--- src/rtl/ext_pipe.sv ---
// ext_pipe: pipelined immediate / load-data extension unit.
//   Modes: 0 ZERO, 1 SIGN, 2 HIGH (imm in the top bits), 3 BOFF (sign-extend, then << 2),
//          4 LB, 5 LBU, 6 LH, 7 LHU (byte/half lane taken from i_word by i_byte_off).
//   The result is registered through LATENCY stages (1..3). Outputs come from the last stage.
//   Stall holds every stage. Flush clears every stage and wins over stall and i_in_valid.
//   Reset is asynchronous and active-high, and clears every stage immediately.
//
// Optional feature macro: EXT_LOAD_MODES_EN
//   defined   : modes 4-7 extract a byte/half from i_word, and o_out_err flags a
//               halfword load with i_byte_off[0] = 1.
//   undefined : modes 4-7 behave as ZERO, o_out_err is tied 0, i_word/i_byte_off unused.
//
// Ports
//   i_clk        clock, rising edge
//   i_reset      asynchronous reset, active-high
//   i_in_valid   request valid this cycle
//   i_op[2:0]    extension mode
//   i_imm        immediate field (IMM_W bits)
//   i_word       aligned memory word for load modes (DATA_W bits)
//   i_byte_off   address[1:0] for load modes
//   i_stall      hold all stages; the request presented this cycle is not taken
//   i_flush      invalidate all stages
//   o_out_valid  o_out_data / o_out_err valid
//   o_out_data   extended result (0 when not valid)
//   o_out_err    misaligned halfword load (0 when not valid)

module ext_pipe #(
  parameter int IMM_W   = 16,
  parameter int DATA_W  = 32,
  parameter int LATENCY = 1
) (
  input  logic              i_clk,
  input  logic              i_reset,
  input  logic              i_in_valid,
  input  logic [2:0]        i_op,
  input  logic [IMM_W-1:0]  i_imm,
  input  logic [DATA_W-1:0] i_word,
  input  logic [1:0]        i_byte_off,
  input  logic              i_stall,
  input  logic              i_flush,
  output logic              o_out_valid,
  output logic [DATA_W-1:0] o_out_data,
  output logic              o_out_err
);

  // ---------------------------------------------------------------------------
  // Elaboration-time parameter checks
  // ---------------------------------------------------------------------------
  if (LATENCY < 1 || LATENCY > 3) begin : g_bad_latency
    $error("ext_pipe: LATENCY must be 1..3, got %0d", LATENCY);
  end

  if (IMM_W < 2 || IMM_W > DATA_W / 2) begin : g_bad_imm_w
    $error("ext_pipe: IMM_W must satisfy 2 <= IMM_W <= DATA_W/2, got %0d", IMM_W);
  end

`ifdef EXT_LOAD_MODES_EN
  if (DATA_W != 32) begin : g_bad_data_w
    $error("ext_pipe: DATA_W must be 32 when load modes are enabled, got %0d", DATA_W);
  end
`endif

  // ---------------------------------------------------------------------------
  // Immediate extensions
  // ---------------------------------------------------------------------------
  logic [DATA_W-1:0] w_imm_zext;
  logic [DATA_W-1:0] w_imm_sext;
  logic [DATA_W-1:0] w_imm_high;
  logic [DATA_W-1:0] w_imm_boff;

  assign w_imm_zext = {{(DATA_W-IMM_W){1'b0}}, i_imm};
  assign w_imm_sext = {{(DATA_W-IMM_W){i_imm[IMM_W-1]}}, i_imm};
  assign w_imm_high = {i_imm, {(DATA_W-IMM_W){1'b0}}};
  // Same-width shift: the two top bits of the sign-extended value fall off.
  assign w_imm_boff = w_imm_sext << 2;

  // ---------------------------------------------------------------------------
  // Load-data lane extraction
  // ---------------------------------------------------------------------------
`ifdef EXT_LOAD_MODES_EN
  logic [7:0]        w_lane_byte;
  logic [15:0]       w_lane_half;
  logic [DATA_W-1:0] w_lb;
  logic [DATA_W-1:0] w_lbu;
  logic [DATA_W-1:0] w_lh;
  logic [DATA_W-1:0] w_lhu;
  logic              w_half_misaligned;

  always_comb begin
    w_lane_byte = i_word[7:0];
    case (i_byte_off)
      2'd0:    w_lane_byte = i_word[7:0];
      2'd1:    w_lane_byte = i_word[15:8];
      2'd2:    w_lane_byte = i_word[23:16];
      default: w_lane_byte = i_word[31:24];
    endcase
  end

  // Only byte_off[1] picks the half; byte_off[0] is reported as an error
  // rather than being used to realign the data.
  assign w_lane_half       = i_byte_off[1] ? i_word[31:16] : i_word[15:0];
  assign w_half_misaligned = i_byte_off[0];

  assign w_lb  = {{(DATA_W-8){w_lane_byte[7]}}, w_lane_byte};
  assign w_lbu = {{(DATA_W-8){1'b0}}, w_lane_byte};
  assign w_lh  = {{(DATA_W-16){w_lane_half[15]}}, w_lane_half};
  assign w_lhu = {{(DATA_W-16){1'b0}}, w_lane_half};
`else
  // Load inputs are not consumed in this build; fold them into one sink net.
  logic w_unused_load_inputs;
  assign w_unused_load_inputs = ^{i_word, i_byte_off};
`endif

  // ---------------------------------------------------------------------------
  // Mode select (combinational result feeding stage 0)
  // ---------------------------------------------------------------------------
  logic [DATA_W-1:0] w_res_data;
  logic              w_res_err;

  always_comb begin
    w_res_data = w_imm_zext;
    w_res_err  = 1'b0;
    case (i_op)
      3'd0: w_res_data = w_imm_zext;
      3'd1: w_res_data = w_imm_sext;
      3'd2: w_res_data = w_imm_high;
      3'd3: w_res_data = w_imm_boff;
`ifdef EXT_LOAD_MODES_EN
      3'd4: w_res_data = w_lb;
      3'd5: w_res_data = w_lbu;
      3'd6: begin
        w_res_data = w_lh;
        w_res_err  = w_half_misaligned;
      end
      3'd7: begin
        w_res_data = w_lhu;
        w_res_err  = w_half_misaligned;
      end
`endif
      default: w_res_data = w_imm_zext;
    endcase
  end

  // ---------------------------------------------------------------------------
  // Pipeline stages
  // ---------------------------------------------------------------------------
  // Bubbles and flushes load zero data/err, so the last stage is all-zero
  // whenever it is invalid and the outputs need no extra gating.
  logic              r_v    [LATENCY];
  logic [DATA_W-1:0] r_data [LATENCY];
  logic              r_err  [LATENCY];

  always_ff @(posedge i_clk or posedge i_reset) begin
    if (i_reset) begin
      for (int i = 0; i < LATENCY; i++) begin
        r_v[i]    <= 1'b0;
        r_data[i] <= '0;
        r_err[i]  <= 1'b0;
      end
    end else if (i_flush) begin
      for (int i = 0; i < LATENCY; i++) begin
        r_v[i]    <= 1'b0;
        r_data[i] <= '0;
        r_err[i]  <= 1'b0;
      end
    end else if (!i_stall) begin
      r_v[0]    <= i_in_valid;
      r_data[0] <= i_in_valid ? w_res_data : '0;
      r_err[0]  <= i_in_valid ? w_res_err  : 1'b0;
      for (int i = 1; i < LATENCY; i++) begin
        r_v[i]    <= r_v[i-1];
        r_data[i] <= r_data[i-1];
        r_err[i]  <= r_err[i-1];
      end
    end
  end

  assign o_out_valid = r_v[LATENCY-1];
  assign o_out_data  = r_data[LATENCY-1];
  assign o_out_err   = r_err[LATENCY-1];

endmodule

--- config.mk ---
export PLATFORM = sky130hd
export DESIGN_NAME = ext_pipe
export DESIGN_NICKNAME = d
export VERILOG_FILES = /design/src/rtl/ext_pipe.sv
export SDC_FILE = /design/constraint.sdc
export NUM_CORES = 1
export LEC_CHECK = 0
export CORE_ASPECT_RATIO = 0.9
export CORE_MARGIN = 8
export CORE_UTILIZATION = 34
export CTS_CLUSTER_DIAMETER = 50
export DETAILED_ROUTE_END_ITERATION = 8
export HOLD_SLACK_MARGIN = 0.06
export PLACE_DENSITY = 0.83
export SYNTH_ARGS = -nofsm -noshare
export SYNTH_HDL_FRONTEND = slang
export SYNTH_SLANG_ARGS = --single-unit
--- constraint.sdc ---
create_clock -name i_clk -period 1 [get_ports i_clk]
set_input_delay 0.2 -clock i_clk [delete_from_list [all_inputs] [get_ports i_clk]]
set_output_delay 0.2 -clock i_clk [all_outputs]
set_load 0.03 [all_outputs]
Word-level counts from Yosys, hierarchy flattened
Cells that the tools add are included. Widths: inputs -> output; s select.

Flip-flop bits (word level): 34. Input bits: 58. Output and inout bits: 34. Logic and storage cells: 15.

Equality and inequality tests: 4. Muxes and demuxes: 8.

Operators with widths (count): $mux 32 (3); $pmux 32 s3 (1); $eq 3x2->1 const B (2); $mux 1 (4); $eq 3x1->1 const B (1); $ne 2x1->1 const B (1).

Depth between registers and ports, before layout
Word-level depth: 5. Gate-level depth with buffers: 6. Gate-level depth less buffers: 3.

Least setup slack after synthesis
OpenSTA, ideal clock, no wires.

Kind: input to register. Start point: input port i_flush. End point: register r_data, in the netlist o_out_data[17]. Setup time: 76 ps. Arrival time: 1429 ps. Data required time: 924 ps. Setup slack: -506 ps. Stages: 6. Path buffers: 3. Cell sequence: or3b_1 > buf_6 > or3_4 > buf_6 > buf_8 > o21ai_1.

Cells in the longest elaborated chain, start to end: 1. Elaborated cells on any way between the ends: 2. Classes of those cells: 1 x eq/ne; 1 x mux.

RTL lines: from (decl) (line 40) `input logic i_flush,`; $ne 2x1->1 (no source line) / $mux 32 (equally long branches); to (signal, indexed assignment) (line 172) `r_data[i] <= r_data[i-1];`; to (decl) (line 150) `logic [DATA_W-1:0] r_data [LATENCY];`.

Several ways; a longest one is shown, not always the timed one. A chain may end at the register's enable or synchronous reset.

Final worst setup path
Start point: input port i_flush. End point: register r_data, in the netlist o_out_data[29].

The elaborated chain is that of the path after synthesis.

==> results by group <==
Floorplanning
  • Die area: 7120 um2
  • Core Box Area: 4490 um2
  • Width of the die: 88.1 um
  • # IOs: 92
  • Die Y: 80.9 um
  • Num rows: 23
  • Initial core utilization: 35.4%

Synth
  • Syn Nets: 217
  • Sequential element share of the synthesized area: 51.9%
  • Distinct cells, synth: 29
  • Syn Inst Count: 159
  • Syn Area/Cell: 10.0 um2
  • Synth warnings: 0
  • Synth Cell Area: 1590 um2
  • Seq cells post-synth: 33
  • Synth area leaders: dfrtp_1 (52%), a21oi_1 (6.9%), nand2_1 (6.4%), and4b_1 (4.4%), a221o_1 (3.8%)
  • Post-synth top area cell: dfrtp_1
  • Synth top area share: 51.9%

GRT
  • Vias in the first global route: 1590
  • First-pass GRT wire length: 8.07 mm
  • Largest net degree at the start of global routing: 34
  • Total GRT Usage: 14.9%
  • Grt total ovfl: 0
  • Initial antenna violation count: 0

Setup path
  • Data required, critical path: 1.21 ns
  • CP Launch Type: input port
  • Crit Path Max Fanout: 8
  • Crit path DAT: 1.30 ns
  • Critical Path Sink Type: flip-flop
  • CP Class: in2reg

Timing
  • RSZ-0062 raised after global routing: yes
  • Fmax: 0.920 GHz
  • Final setup violation count: 56
  • Final period util: 109%
  • Worst clock skew: 0 ns
  • Final hold slack: 0.252 ns
  • Tmin final: 1.09 ns
  • Final Slew Violations: 0
  • Fin. Hold Viols: 0
  • Min setup slack post-route: -0.0873 ns

Outcome
  • Failing checks: setup timing
  • Outcome: finished with violations

Pwr
  • Pwr per Cell Area: 1210 nW/um2
  • Peak supply drop: 0.679 mV
  • Switching power: 0.805 mW
  • Clk network pwr share: 39.5%
  • Combinational Power Share: 18.0%
  • Flop pwr share: 42.5%
  • P_int: 2.48 mW
  • Sw Ratio: 24.5%
  • Lkg Pwr: 1.34 nW
  • Pwr Total: 3.28 mW

Clock network
  • Num CTS Buffers: 5
  • Worst-path clk slew: 0.07 ns
  • H-tree depth: 2
  • Clk_lat worst skew: 0.29 ns
  • Maximum root-to-sink buffer count: 2
  • TritonCTS clock tree: built
  • TritonCTS Sinks: 33
  • Hold Buf Count CTS: 0
  • Clk root buf: clkbuf_8

Run
  • Total of max-cap violations: 0

Cells and area
  • # fillers: 398
  • Area of the multi-input gates: 711 um2
  • Design Area, Final: 2710 um2
  • Nets: 312
  • Share of post-route cells with drive strength above 1: 43.9%
  • Final core utilization: 60.3%
  • Antenna Cells: 0
  • Area added between synthesis and finish: 70.1%
  • FF/Latch Area: 826 um2

Drt
  • Routed WL: 5.09 mm
  • Vias per cell: 4.83
  • DR vias: 1532
  • Avg WL per Cell: 16.1 um
  • DRC: 0
  • DRT Pass-1 Iters: 4
  • ANT nets after route: 0
  • Detailed Route Iter0 Violations: 67

Place
  • RD Place Congestion: 0.842
  • DP Area: 2240 um2
  • I/O Buffers: 56
  • DP Wirelength: 3.54 mm
  • Pre-CTS setup slack: -0.867 ns

Hold path
  • Hold WC Path Type: in2async
-- power groups by stage --
stage	Clock, mW	Combinational, mW	Sequential, mW
after floorplan	0	0.197	1.48
after detailed placement	0	0.516	1.41
after global routing	1.37	0.637	1.40
after global placement	0	0.509	1.41
after CTS	1.32	0.578	1.39
final	1.29	0.591	1.39
-- cell usage after synthesis (all sizes together) --
| cell | count |
|---|---|
| buf | 9 |
| and4b | 7 |
| inv | 3 |
| or3 | 1 |
| nor3b | 2 |
| mux2i | 1 |
| or4bb | 1 |
| nand2 | 27 |
| o21ai | 23 |
| mux2 | 1 |
| nor2 | 1 |
| a21oi | 22 |
| nor3 | 1 |
| conb | 1 |
| and2b | 1 |
| dfrtp | 33 |
| and3 | 7 |
| and3b | 1 |
| a211o | 1 |
| a221o | 6 |
| clkbuf | 6 |
| or3b | 1 |
| a32o | 2 |
| nand2b | 1 |
-- critical path, stage by stage --
cell	delay (ns)
buf_6	0.09
or3b_4	0.42
or3_4	0.42
o21ai_2	0.17
-- cell usage in the layout (no fill, tap or decap), types with 2 or more instances in the layout --
| cell type | Yosys | final |
|---|---|---|
| buf_4 | 2 | 44 |
| buf_6 | 5 | 34 |
| dfrtp_1 | 33 | 33 |
| nand2_1 | 27 | 27 |
| a21oi_1 | 22 | 22 |
| clkdlybuf4s50_1 | 0 | 16 |
| o21ai_2 | 2 | 12 |
| and3_1 | 7 | 7 |
| and4b_1 | 7 | 7 |
| a221o_1 | 6 | 6 |
| o21ai_0 | 12 | 6 |
| clkbuf_8 | 0 | 6 |
| o21ai_1 | 9 | 5 |
| inv_1 | 3 | 3 |
| or3_4 | 1 | 2 |
| a32o_1 | 2 | 2 |
| buf_2 | 0 | 2 |
| dlygate4sd2_1 | 0 | 2 |
| clkdlybuf4s15_2 | 0 | 2 |
| buf_12 | 0 | 2 |
-- final timing paths --
check                               start        endpoint  slack [ns]  cells after the start
max                               i_flush  o_out_data[29]       -0.09                      4
min                               i_reset  o_out_data[11]        0.25                      3
max reg2reg                 o_out_data[3]   o_out_data[3]        0.05                      2
min reg2reg                o_out_data[16]  o_out_data[16]        0.50                      2
max in group asynchronous         i_reset  o_out_data[18]        0.57                      3
min in group i_clk                i_flush  o_out_data[15]        0.40                      4
-- area by class of cell --
cell class                      instances  area share (%)
Sequential cell                        33            30.5
Multi-Input combinational cell        109            26.3
Timing Repair Buffer                  102            35.6
Clock inverter                          1            1.11
Tap cell                               62            2.87
Clock buffer                            7            3.19
Inverter                                3           0.416
-- state kept, by name, indices dropped and copies added, names as in the netlist --
| signal | count |
|---|---|
| o_out_data | 32 |
| o_out_valid | 1 |
-- what timing repair did --
action / 4_1_cts / 5_1_grt
pin swaps: 14 / 6
buffers inserted: 17 / 6
setup endpoints to repair: 66 / 57
resized for setup: 69 / 6
gates cloned: 1 / 0
-- per-stage QoR --
step / cells / setup TNS (ns)
floorplan: 159 / -10.52
detailed placement: 285 / -23.37
CTS: 311 / -2.56
finish: 317 / -2.19
global route: 317 / -3.42
global placement: 285 / -22.58
-- routing by layer --
layer	GRT usage, %	vias to the layer above	routed length [um]
li1	-	761	-
met1	17.3	719	2050
met2	24.3	42	2560
met3	5.75	10	386
met4	5.90	0	86
met5	0	-	0
-- kinds of logic after synthesis --
group | count (synthesis) | share of synthesized area [%]
compound gates | 54 | 20.2
buf+inv | 18 | 7.79
flops | 33 | 51.9
mux | 2 | 1.34
other cells | 1 | 0.236
simple gates | 51 | 18.5
(Power assumes the default switching activity.)
